$ cat src/rtl/aipp_phase_ref_transmitter.sv
// Purpose: Clock-over-Light phase reference source (preamble, then NCO phase-word stream, lock tracking).
// Latency: every output is registered and shows the state entered at the same rising edge.
// Backpressure: none; the modulator takes one word per cycle whenever tx_valid is high.
module aipp_phase_ref_transmitter #(
   parameter int PREAMBLE_LEN = 64,
   parameter int ACK_TIMEOUT  = 1024,
   parameter int MAX_RETRY    = 3
) (
   input  logic         clk_local_ref,
   input  logic         rst_n,
   input  logic         tx_enable,
   input  logic [31:0]  fcw,
   input  logic         remote_locked,
   output logic [127:0] optical_out,
   output logic         tx_valid,
   output logic         link_up,
   output logic         link_fail,
   output logic [1:0]   retry_count
);

   localparam int TW = $clog2(ACK_TIMEOUT + 1);

   typedef enum logic [2:0] {
      S_IDLE      = 3'd0,
      S_PREAMBLE  = 3'd1,
      S_WAIT_LOCK = 3'd2,
      S_TRACK     = 3'd3,
      S_FAIL      = 3'd4
   } state_t;

   state_t        state;
   logic [31:0]   fcw_q;
   logic [31:0]   acc;
   logic [16:0]   pre_cnt;   // preamble words already emitted in this attempt
   logic [TW-1:0] timer;     // cycles spent in WAIT_LOCK
   logic [1:0]    hi_cnt;    // consecutive high lock samples in WAIT_LOCK
   logic [2:0]    lo_cnt;    // consecutive low lock samples in TRACK
   logic [15:0]   seq;       // sequence number carried by the next valid word

   logic [31:0]   acc_sum;
   logic [TW-1:0] timer_inc;
   logic [1:0]    retry_inc;
   logic          lock_ok;
   logic          timeout;
   logic          pre_done;
   logic          lost_lock;
   logic [15:0]   pre_phase;

   // Next-word arithmetic and qualification decisions shared by the FSM.
   always_comb begin
      acc_sum   = acc + fcw_q;
      timer_inc = timer + TW'(1);
      retry_inc = retry_count + 2'd1;
      lock_ok   = remote_locked && (hi_cnt == 2'd3);
      timeout   = (timer_inc == TW'(ACK_TIMEOUT));
      pre_done  = (pre_cnt == 17'(PREAMBLE_LEN));
      lost_lock = !remote_locked && (lo_cnt == 3'd7);
      pre_phase = pre_cnt[0] ? 16'h8000 : 16'h0000;
   end

   function automatic logic [127:0] pack_word(input logic [2:0]  code,
                                              input logic [15:0] sq,
                                              input logic [15:0] ph);
      pack_word = {93'd0, code, sq, ph};
   endfunction

   // Link training FSM with all outputs registered alongside the state.
   always_ff @(posedge clk_local_ref) begin
      if (!rst_n || !tx_enable) begin
         state       <= S_IDLE;
         acc         <= '0;
         pre_cnt     <= '0;
         timer       <= '0;
         hi_cnt      <= '0;
         lo_cnt      <= '0;
         seq         <= '0;
         optical_out <= '0;
         tx_valid    <= 1'b0;
         link_up     <= 1'b0;
         link_fail   <= 1'b0;
         retry_count <= '0;
         // fcw_q only clears on reset; disable leaves it to be relatched on exit from IDLE
         if (!rst_n) begin
            fcw_q <= '0;
         end
      end else begin
         case (state)
            S_IDLE: begin
               fcw_q       <= fcw;
               acc         <= '0;
               timer       <= '0;
               pre_cnt     <= 17'd1;
               seq         <= seq + 16'd1;
               state       <= S_PREAMBLE;
               optical_out <= pack_word(3'd1, seq, 16'h0000);
               tx_valid    <= 1'b1;
            end
            S_PREAMBLE: begin
               seq <= seq + 16'd1;
               if (pre_done) begin
                  // first stream word is fcw_q itself since acc was cleared on entry
                  acc         <= acc_sum;
                  timer       <= '0;
                  hi_cnt      <= '0;
                  state       <= S_WAIT_LOCK;
                  optical_out <= pack_word(3'd2, seq, acc_sum[31:16]);
               end else begin
                  pre_cnt     <= pre_cnt + 17'd1;
                  optical_out <= pack_word(3'd1, seq, pre_phase);
               end
            end
            S_WAIT_LOCK: begin
               timer  <= timer_inc;
               hi_cnt <= remote_locked ? hi_cnt + 2'd1 : 2'd0;
               if (lock_ok) begin
                  // lock takes priority over a coincident timeout
                  acc         <= acc_sum;
                  seq         <= seq + 16'd1;
                  lo_cnt      <= '0;
                  retry_count <= '0;
                  link_up     <= 1'b1;
                  state       <= S_TRACK;
                  optical_out <= pack_word(3'd3, seq, acc_sum[31:16]);
               end else if (timeout) begin
                  retry_count <= retry_inc;
                  if (retry_inc == 2'(MAX_RETRY)) begin
                     tx_valid    <= 1'b0;
                     link_fail   <= 1'b1;
                     state       <= S_FAIL;
                     optical_out <= pack_word(3'd4, 16'h0000, 16'h0000);
                  end else begin
                     acc         <= '0;
                     timer       <= '0;
                     pre_cnt     <= 17'd1;
                     seq         <= seq + 16'd1;
                     state       <= S_PREAMBLE;
                     optical_out <= pack_word(3'd1, seq, 16'h0000);
                  end
               end else begin
                  acc         <= acc_sum;
                  seq         <= seq + 16'd1;
                  optical_out <= pack_word(3'd2, seq, acc_sum[31:16]);
               end
            end
            S_TRACK: begin
               seq    <= seq + 16'd1;
               lo_cnt <= remote_locked ? 3'd0 : lo_cnt + 3'd1;
               if (lost_lock) begin
                  acc         <= '0;
                  timer       <= '0;
                  pre_cnt     <= 17'd1;
                  link_up     <= 1'b0;
                  state       <= S_PREAMBLE;
                  optical_out <= pack_word(3'd1, seq, 16'h0000);
               end else begin
                  acc         <= acc_sum;
                  optical_out <= pack_word(3'd3, seq, acc_sum[31:16]);
               end
            end
            S_FAIL: begin
               // parked until tx_enable drops
               state <= S_FAIL;
            end
            default: begin
               state <= S_IDLE;
            end
         endcase
      end
   end

endmodule

$ cat config.mk
export PLATFORM = sky130hd
export DESIGN_NAME = aipp_phase_ref_transmitter
export DESIGN_NICKNAME = d
export VERILOG_FILES = /design/src/rtl/aipp_phase_ref_transmitter.sv
export SDC_FILE = /design/constraint.sdc
export NUM_CORES = 1
export LEC_CHECK = 0
export CAP_MARGIN = 20
export CORE_MARGIN = 4
export CORE_UTILIZATION = 53
export DETAILED_ROUTE_END_ITERATION = 16
export PLACE_DENSITY = 0.81
export SYNTH_ARGS = -nofsm -noshare
export SYNTH_HDL_FRONTEND = slang
export SYNTH_SLANG_ARGS = --single-unit
export TNS_END_PERCENT = 30
$ cat constraint.sdc
create_clock -name clk_local_ref -period 2.8 [get_ports clk_local_ref]
set_input_delay 0.28 -clock clk_local_ref [delete_from_list [all_inputs] [get_ports clk_local_ref]]
set_output_delay 0.28 -clock clk_local_ref [all_outputs]
set_load 0.05 [all_outputs]
==> metrics.txt, run 1 <==
status finished, final reports clean; Max VDD drop roughly 0.42 mV; total power 5356 uW; worst slew pin tran roughly 0.83 ns; n_diodes 0; worst hold start optical_out[11]; Distinct cells, synth 70; Port Buffers 75; Crit Path Category flop to flop; routed length per placed instance between 15 and 20 um; delay of the slowest critical-path stage roughly 0.52 ns; Max-Slew Margin vs Limit approximately 45%; First DRT Iteration DRCs between 700 and 800; CTS root buf clkbuf_16; worst min path class flop to flop; Avg Inst Size Synth 8.799 um2; DRC Markers 0; worst skew pair latency ~0.43 ns; Final Critical Period roughly 2.7 ns; die span in y roughly 140 um; largest net degree at the start of global routing 44; area leader, netlist dfxtp_1; crit path max fanout 13; sequential area share after synthesis between 30% and 40%; DR vias 7411; Post-synth EDFFs 32; FP Rows 47; Via density 5.627; hold_buf cts 0; f_max 370.9 MHz; Gate Count Post-Synth roughly 1000; crit start category flop; global route overflow 0; top cell type's share of synthesized area ~28%; Mapped Area roughly 9000 um2; H-Tree Depth 4; Clock Tree Buf Depth 2; Critical Path Slowest Stage Cell ha_1; filler instances 1382; YS warnings 0; critical path cell sequence ha_1, and3_1, nand4_1, or3_1, o21ba_2, o21ai_0, and3b_1, o31ai_1; footprint of the multi-input gates 4887 um2; share of cells above drive strength 1 between 7 and 8%; LEAKAGE 0.003972 uW; Crit Reg-Reg Startpoint fcw_q[18]; Place WS ~0.089 ns; post-route design area around 10000 um2; Worst-path clk slew 0.07 ns; synth-to-layout area growth 14.44%; NumNets Final 1160; Synth area leaders dfxtp_1, edfxtp_1, buf_4, ha_1, nor2_1; placed cell area between 9000 and 10000 um2; Cell Pwr Density 522.4 nW/um2; die area approximately 19000 um2; boundary pin count about 170; TritonCTS buffer count 17; initial core utilization between 50% and 60%; die width roughly 140 um; Critical Path Sink Type flop; Final Hold Fails 0; Worst Setup Slack, final 0.1039 ns; #FFs+latches synth between 150 and 200; Detailed Route WL ~21000 um; Setup-failing EPs final 0; FF+latch area 3443 um2; Main synth FF type dfxtp_1; crit path from fcw_q[18]; GRT Overall Usage 21.33%; number of max-cap violations 0; Async SR Flop Fraction 0%; vias in the first global route 6906; final worst path period share 96.29%; dpl hpwl between 10000 and 15000 um; Routed Antenna Nets 0; first-pass GRT wire length between 30000 and 40000 um; pins over their slew limit 0; core region area around 17000 um2; clock tree sinks between 150 and 200; clk_skew between 0.01 and 0.015 ns; initial antenna violation count 0; TritonCTS clock tree yes; RSZ-0062 raised after global routing true; Req. time, crit path roughly 3.1 ns; global placement routability congestion between 0.9 and 1; crit path DAT ~3.0 ns; First-pass DRT Iterations 6; total negative slack 0 ns
==> worst paths after layout <==
path	endpoint	slack (ns)	depth (start not counted)
setup / recovery	acc[30]	0.10	8
hold / removal	optical_out[11]	0.46	2
setup reg to reg	acc[30]	0.10	8
hold reg to reg	optical_out[11]	0.46	2
==> registers in the layout, summed over array words and instances (netlist names) <==
name	cells
link_up	1
state	3
link_fail	1
hi_cnt	2
lo_cnt	3
pre_cnt	17
retry_count	2
seq	16
tx_valid	1
optical_out	35
acc	32
fcw_q	32
timer	11
==> final cells by class <==
cell class,count,area share [%]
clock buffers,19,4.418
flip-flops and latches,156,33.59
clock inverters,13,1.550
inverters,19,0.7323
repair buffers,101,9.349
multi-input cells,789,47.67
well taps,220,2.685
==> routing by layer <==
layer / track usage (%) / vias to the layer above / part of all wire [%]
met3: 3.522 / 60 / 5.3
li1: - / 3621 / -
met5: 0 / - / 0
met4: 8.892 / 0 / 3.1
met1: 27.12 / 3474 / 42
met2: 36.13 / 256 / 49
==> power by group <==
group / switching (uW) / internal (uW)
Clock: 956 / 1450
Combinational: 455 / 129
Sequential: 24.6 / 2340
Total: 1440 / 3920
==> stage by stage <==
stage                     std cells  utilization, %  hold WS, ns
final                          1317           61.82       0.4613
after global routing           1317           61.82       0.4882
after CTS                      1313           61.42       0.4620
after detailed placement       1281           57.73       0.4469
after global placement         1281           57.73       0.4394
after floorplan                1110               -       0.4275
==> kinds of logic after synthesis <==
| family | synth area share, % |
|---|---|
| buffers and inverters | 11.23 |
| muxes | 0.2235 |
| adders and majority gates | 5.671 |
| AOI/OAI and AO/OA | 20.04 |
| xor gates and xnor gates | 5.168 |
| other | 0.04187 |
| and+or+nand+nor | 19.18 |
| DFF | 38.44 |
==> worst max-delay path, delay by kind of cell, from the launching register on <==
family                     cells  cell delay [ns]
and+or+nand+nor                4             1.00
AOI/OAI and AO/OA              3             0.65
adders and majority gates      1             0.52
DFF                            1             0.43
==> cell usage after synthesis (3+ instances only) <==
master     instances
and3_1            44
buf_4             95
a22oi_1           33
a211oi_1           9
a21boi_0           3
a311oi_1           4
o21bai_1           3
o31ai_1            8
xnor2_1           42
a2111oi_0          4
nand4_1            9
a22o_1            12
nor4b_1            6
clkbuf_1          37
o21ai_0           48
and4_1             4
nand2_1           80
nor4_1             5
edfxtp_1          32
a211o_1            3
and2_1             9
xor2_1             9
a2111oi_2          3
nor2_1           103
o2111ai_1          7
a41oi_1            3
or3_1              5
o21a_1             5
ha_1              39
nor3b_1            5
nand3_1           26
nand2b_1          12
o211ai_1           6
a21oi_1           52
nor2b_1            7
buf_2             11
inv_1             19
a31oi_1           19
nor3_1            20
a21o_1            13
nand3b_1           3
dfxtp_1          124
==> placed cells by master, fill, tap and decap left out, types with 25 or more instances in the layout <==
master / Yosys / routed
conb_1: 1 / 93
and3_1: 44 / 44
a22oi_1: 33 / 33
o21ai_0: 48 / 48
clkdlybuf4s50_1: 0 / 75
a21oi_1: 52 / 51
ha_1: 39 / 39
edfxtp_1: 32 / 32
nand3_1: 26 / 25
buf_4: 95 / 25
nor2_1: 103 / 102
xnor2_1: 42 / 42
dfxtp_1: 124 / 124
nand2_1: 80 / 79
==> what timing repair did <==
item / 4_1_cts / 5_1_grt
setup buffers: 0 / 4
gates resized for setup: 0 / 10
setup endpoints to repair: 0 / 57
Note: power is estimated with default switching activity, not from simulation.
==> run 2, diff against run 1 <==
--- a/config.mk
+++ b/config.mk
@@ -9,6 +9,7 @@
 export CORE_MARGIN = 4
 export CORE_UTILIZATION = 53
 export DETAILED_ROUTE_END_ITERATION = 16
+export MAX_ROUTING_LAYER = met4
 export PLACE_DENSITY = 0.81
 export SYNTH_ARGS = -nofsm -noshare
 export SYNTH_HDL_FRONTEND = slang
==> constraint.sdc (replaced) <==
create_clock -name clk_local_ref -period 2.8 [get_ports clk_local_ref]
set_input_delay 0.28 -clock clk_local_ref [delete_from_list [all_inputs] [get_ports clk_local_ref]]
set_output_delay 0.28 -clock clk_local_ref [all_outputs]
set_load 0.005 [all_outputs]
==> metrics.txt, run 2 (synthesis gave the netlist of run 1 again) <==
status finished, final reports clean; worst min path class flop to flop; Place WS roughly 0.11 ns; Crit Path Category flop to flop; top flop regs optical_out (35), acc (32), fcw_q (32); Final Hold Fails 0; f_max around 370 MHz; dpl hpwl 14880 um; crit start category flop; worst skew pair latency 0.43 ns; Clock Tree Buf Depth 2; total negative slack 0 ns; filler instances roughly 1400; internal cell power between 3000 and 4000 uW; Max VDD drop 0.4433 mV; TritonCTS clock tree yes; routed length per placed instance 16.16 um; First DRT Iteration DRCs 776; Largest Register optical_out; fin cells 1323; pins over their slew limit 0; Req. time, crit path 3.12 ns; DR vias 7490; crit path DAT 3.03 ns; synth-to-layout area growth 15.06%; worst reg2reg setup slack roughly 0.088 ns; global route overflow 0; H-Tree Depth 4; crit path max fanout 4; Port Buffers 75; GRT Overall Usage 22.13%; First-pass DRT Iterations 7; die width roughly 140 um; sequential power share 46.4%; initial core utilization a little over half; most common cell after layout, fill and taps aside dfxtp_1; FP Rows 47; Final Critical Period 2.712 ns; Critical Path Sink Type flop; Net Sw Frac approximately a quarter; placed insts 1286; family with the most delay on the worst path compound AO/OA/AOI/OAI gates; clk_skew roughly 0.0094 ns; clock power share around 47%; Setup-failing EPs final 0; worst slew pin tran ~0.85 ns; Max-Slew Margin vs Limit 43.33%; CTS root buf clkbuf_16; delay of the slowest critical-path stage roughly 0.38 ns; first-pass GRT wire length approximately 34000 um; Cell Pwr Density between 400 and 500 nW/um2; CP Buf/Inv Count 1; die span in y 138 um; Worst Setup Slack, final 0.08761 ns; post-route design area 10310 um2; core region area ~17000 um2; final worst path period share 96.87%; P_sw roughly 1200 uW; NumNets Final approximately 1200; DRC Markers 0; critical path cell sequence ha_1, inv_1, fa_1, nand2b_1, a21o_1, a21oi_2, nor2_1, o31ai_1, xor2_1, a22o_1; clock tree sinks about 160; Routed Antenna Nets 0; most frequent cells in the layout dfxtp_1, nor2_1, conb_1; number of max-cap violations 0; boundary pin count about 170; initial antenna violation count 0; vias in the first global route ~7000; Worst-path clk slew roughly 0.07 ns; share of cells above drive strength 1 7.888%; Detailed Route WL between 20000 and 25000 um; n_diodes 0; Critical Path Slowest Stage Cell fa_1; global placement routability congestion between 0.9 and 1; max reg flops 35; total power 5087 uW; LEAKAGE about 0.0040 uW; combinational share of power under 10%; Via density between 5 and 6; placed cell area ~9600 um2; die area 19040 um2; largest net degree at the start of global routing 44; TritonCTS buffer count 17
## run 2: cell count changes in the layout (fill, tap and decap cells not counted), moves of 2 or more
cell,delta
clkinv_4,+3
clkinvlp_4,-2
a2111oi_0,+2
clkinv_1,-2
a2111oi_1,-2
inv_6,-3
buf_4,+4
## run 2: cell type report
type | instances | area, um2 | area share [%]
sequential | 156 | 3445 | 33.42
inverter | 19 | 71.32 | 0.6920
clock inverter | 11 | 131.4 | 1.275
timing repair buffer | 106 | 1008 | 9.785
tap | 220 | 275.3 | 2.671
clock buffer | 21 | 481.7 | 4.674
multi-input combinational | 790 | 4893 | 47.48
## run 2: per-layer routing
layer	track usage [%]	vias to the layer above	part of all wire, %
li1	-	3643	-
met1	26.92	3525	42
met3	4.213	41	5.8
met4	8.008	0	2.1
met5	-	-	0
met2	36.79	281	50
## run 2: tightest hold or removal path: stages (launching register included)
cell and delay (ns):
dfxtp_1 0.32, nand2_1 0.04, o21ai_0 0.05
## run 2: power by group through the flow
stage	clock, uW	combinational, uW	sequential (uW)
finish	2390	339	2360
detailed placement	0	325	2410
global route	2530	373	2360
global placement	0	322	2410
floorplan	0	307	2400
CTS	2430	331	2360
## run 2: final timing paths
check                                     start               to  cells after the start
worst min register to register  optical_out[11]  optical_out[11]                      2
worst max register to register         fcw_q[0]          acc[22]                     10
worst max-delay path                   fcw_q[0]          acc[22]                     10
worst min-delay path            optical_out[11]  optical_out[11]                      2
## run 2: repair_timing
item | 4_1_cts | 5_1_grt
buffers inserted | 0 | 4
hold endpoints to repair | 0 | 0
endpoints found under the setup margin | 0 | 75
resized for setup | 0 | 7
hold buffers | 0 | 0
## run 2: through the flow
step	hold slack [ns]	utilization [%]
after floorplan	0.4275	-
after global placement	0.4400	58.04
after detailed placement	0.4416	58.04
after CTS	0.4565	61.73
after global routing	0.4785	62.15
final	0.4531	62.15
==> run 3, diff against run 2 <==
--- a/config.mk
+++ b/config.mk
@@ -8,10 +8,10 @@
 export CAP_MARGIN = 20
 export CORE_MARGIN = 4
 export CORE_UTILIZATION = 53
+export CTS_CLUSTER_SIZE = 20
 export DETAILED_ROUTE_END_ITERATION = 16
 export MAX_ROUTING_LAYER = met4
-export PLACE_DENSITY = 0.81
+export PLACE_DENSITY = 0.88
 export SYNTH_ARGS = -nofsm -noshare
 export SYNTH_HDL_FRONTEND = slang
 export SYNTH_SLANG_ARGS = --single-unit
-export TNS_END_PERCENT = 30
==> metrics.txt, run 3 (synthesis gave the netlist of run 1 again) <==
crit start category flop; Routed Antenna Nets 0; Cell Pwr Density approximately 500 nW/um2; worst skew pair latency around 0.44 ns; first-pass GRT wire length between 30000 and 40000 um; routed length per placed instance ~16 um; Detailed Route WL approximately 22000 um; die width about 140 um; final worst path period share about 95%; First-pass DRT Iterations 5; f_max between 300 and 400 MHz; global placement routability congestion between 0.9 and 1; Final Critical Period about 2.7 ns; Req. time, crit path roughly 3.2 ns; Port Buffers 75; busiest grt layer met2; n_diodes 0; CTS root buf clkbuf_16; FP Rows 47; status finished, final reports clean; initial antenna violation count 0; NumNets Final approximately 1200; post-route design area roughly 10000 um2; global route overflow 0; worst min path class flop to flop; TritonCTS buffer count 17; placed insts approximately 1300; Util after Layout between 60% and 70%; share of cells above drive strength 1 under 10%; hold_buf cts 0; H-Tree Depth 4; most frequent cells in the layout dfxtp_1, nor2_1, conb_1; largest net degree at the start of global routing 33; core region area 16580 um2; TritonCTS clock tree yes; Critical Path Sink Type flop; met3 Usage GRT around 4.2%; clock tree sinks ~160; worst slew pin tran about 0.6 ns; grt met2 use 37.08%; Max VDD drop ~0.47 mV; synth-to-layout area growth 15.57%; crit path DAT around 3.0 ns; number of max-cap violations 0; Final Hold Fails 0; dpl hpwl ~16000 um; Largest Register optical_out; fin cells 1329; Setup-failing EPs final 0; boundary pin count 169; max reg flops 35; clk_skew ~0.014 ns; crit path max fanout 4; placed cell area 9647 um2; First DRT Iteration DRCs approximately 640; initial core utilization a little over half; GRT Overall Usage 22.52%; die area roughly 19000 um2; hold slack between 0.4 and 0.5 ns; DRC Markers 0; Crit Path Category flop to flop; die span in y ~140 um; DR vias 7546; Clock Tree Buf Depth 2; LEAKAGE around 0.0040 uW; Worst-path clk slew 0.06 ns; most common cell after layout, fill and taps aside dfxtp_1; met1 Use GR a little over a quarter; Max-Slew Margin vs Limit 59.38%; Via density 5.678; pins over their slew limit 0; top flop regs optical_out (35), acc (32), fcw_q (32); vias in the first global route between 7000 and 8000
==> run 3: repair_timing <==
action,CTS,global route
resized for setup,0,9
buffers inserted,0,8
setup endpoints to repair,0,45
==> run 3: worst max-delay path: stages, from the launching register on <==
cell and delay (ns):
edfxtp_1 0.34, ha_1 0.20, inv_1 0.06, fa_1 0.39
nand2b_1 0.21, a21o_1 0.23, a21oi_2 0.25, o2111ai_1 0.23
a211o_1 0.34, a31oi_1 0.23, a21o_1 0.11
==> run 3: cell type report <==
type / instances / area (um2)
timing repair buffer: 113 / 1074
tap: 220 / 275.3
sequential: 156 / 3445
multi-input combinational: 789 / 4882
clock buffer: 21 / 503.0
fill: 1375 / 6231
clock inverter: 11 / 102.6
inverter: 19 / 71.32
==> run 3: power by group <==
group / total, uW / internal (uW) / switching, uW
Combinational: 337 / 133 / 204
Clock: 2330 / 1380 / 950
Sequential: 2360 / 2340 / 23.1
Total: 5030 / 3850 / 1180
==> run 3: path summary, 6_finish.rpt <==
kind / startpoint / to / slack, ns / cells past startpoint
max: fcw_q[0] / optical_out[2] / 0.15 / 10
min: optical_out[12] / optical_out[12] / 0.45 / 2
max reg2reg: fcw_q[0] / optical_out[2] / 0.15 / 10
min reg2reg: optical_out[12] / optical_out[12] / 0.45 / 2
==> run 3: per-layer routing <==
layer	vias to the layer above	wire length, um
met4	0	814
met2	285	10760
met1	3545	8766
li1	3658	-
met5	-	0
met3	58	1243
==> run 3: through the flow <==
step	setup WS (ns)	total power [uW]	TNS, ns
global route	-0.01631	5201	-0.06356
CTS	0.05074	5045	0
floorplan	0.3973	2706	0
global placement	0.2038	2731	0
detailed placement	0.09397	2737	0
finish	0.1472	5028	0
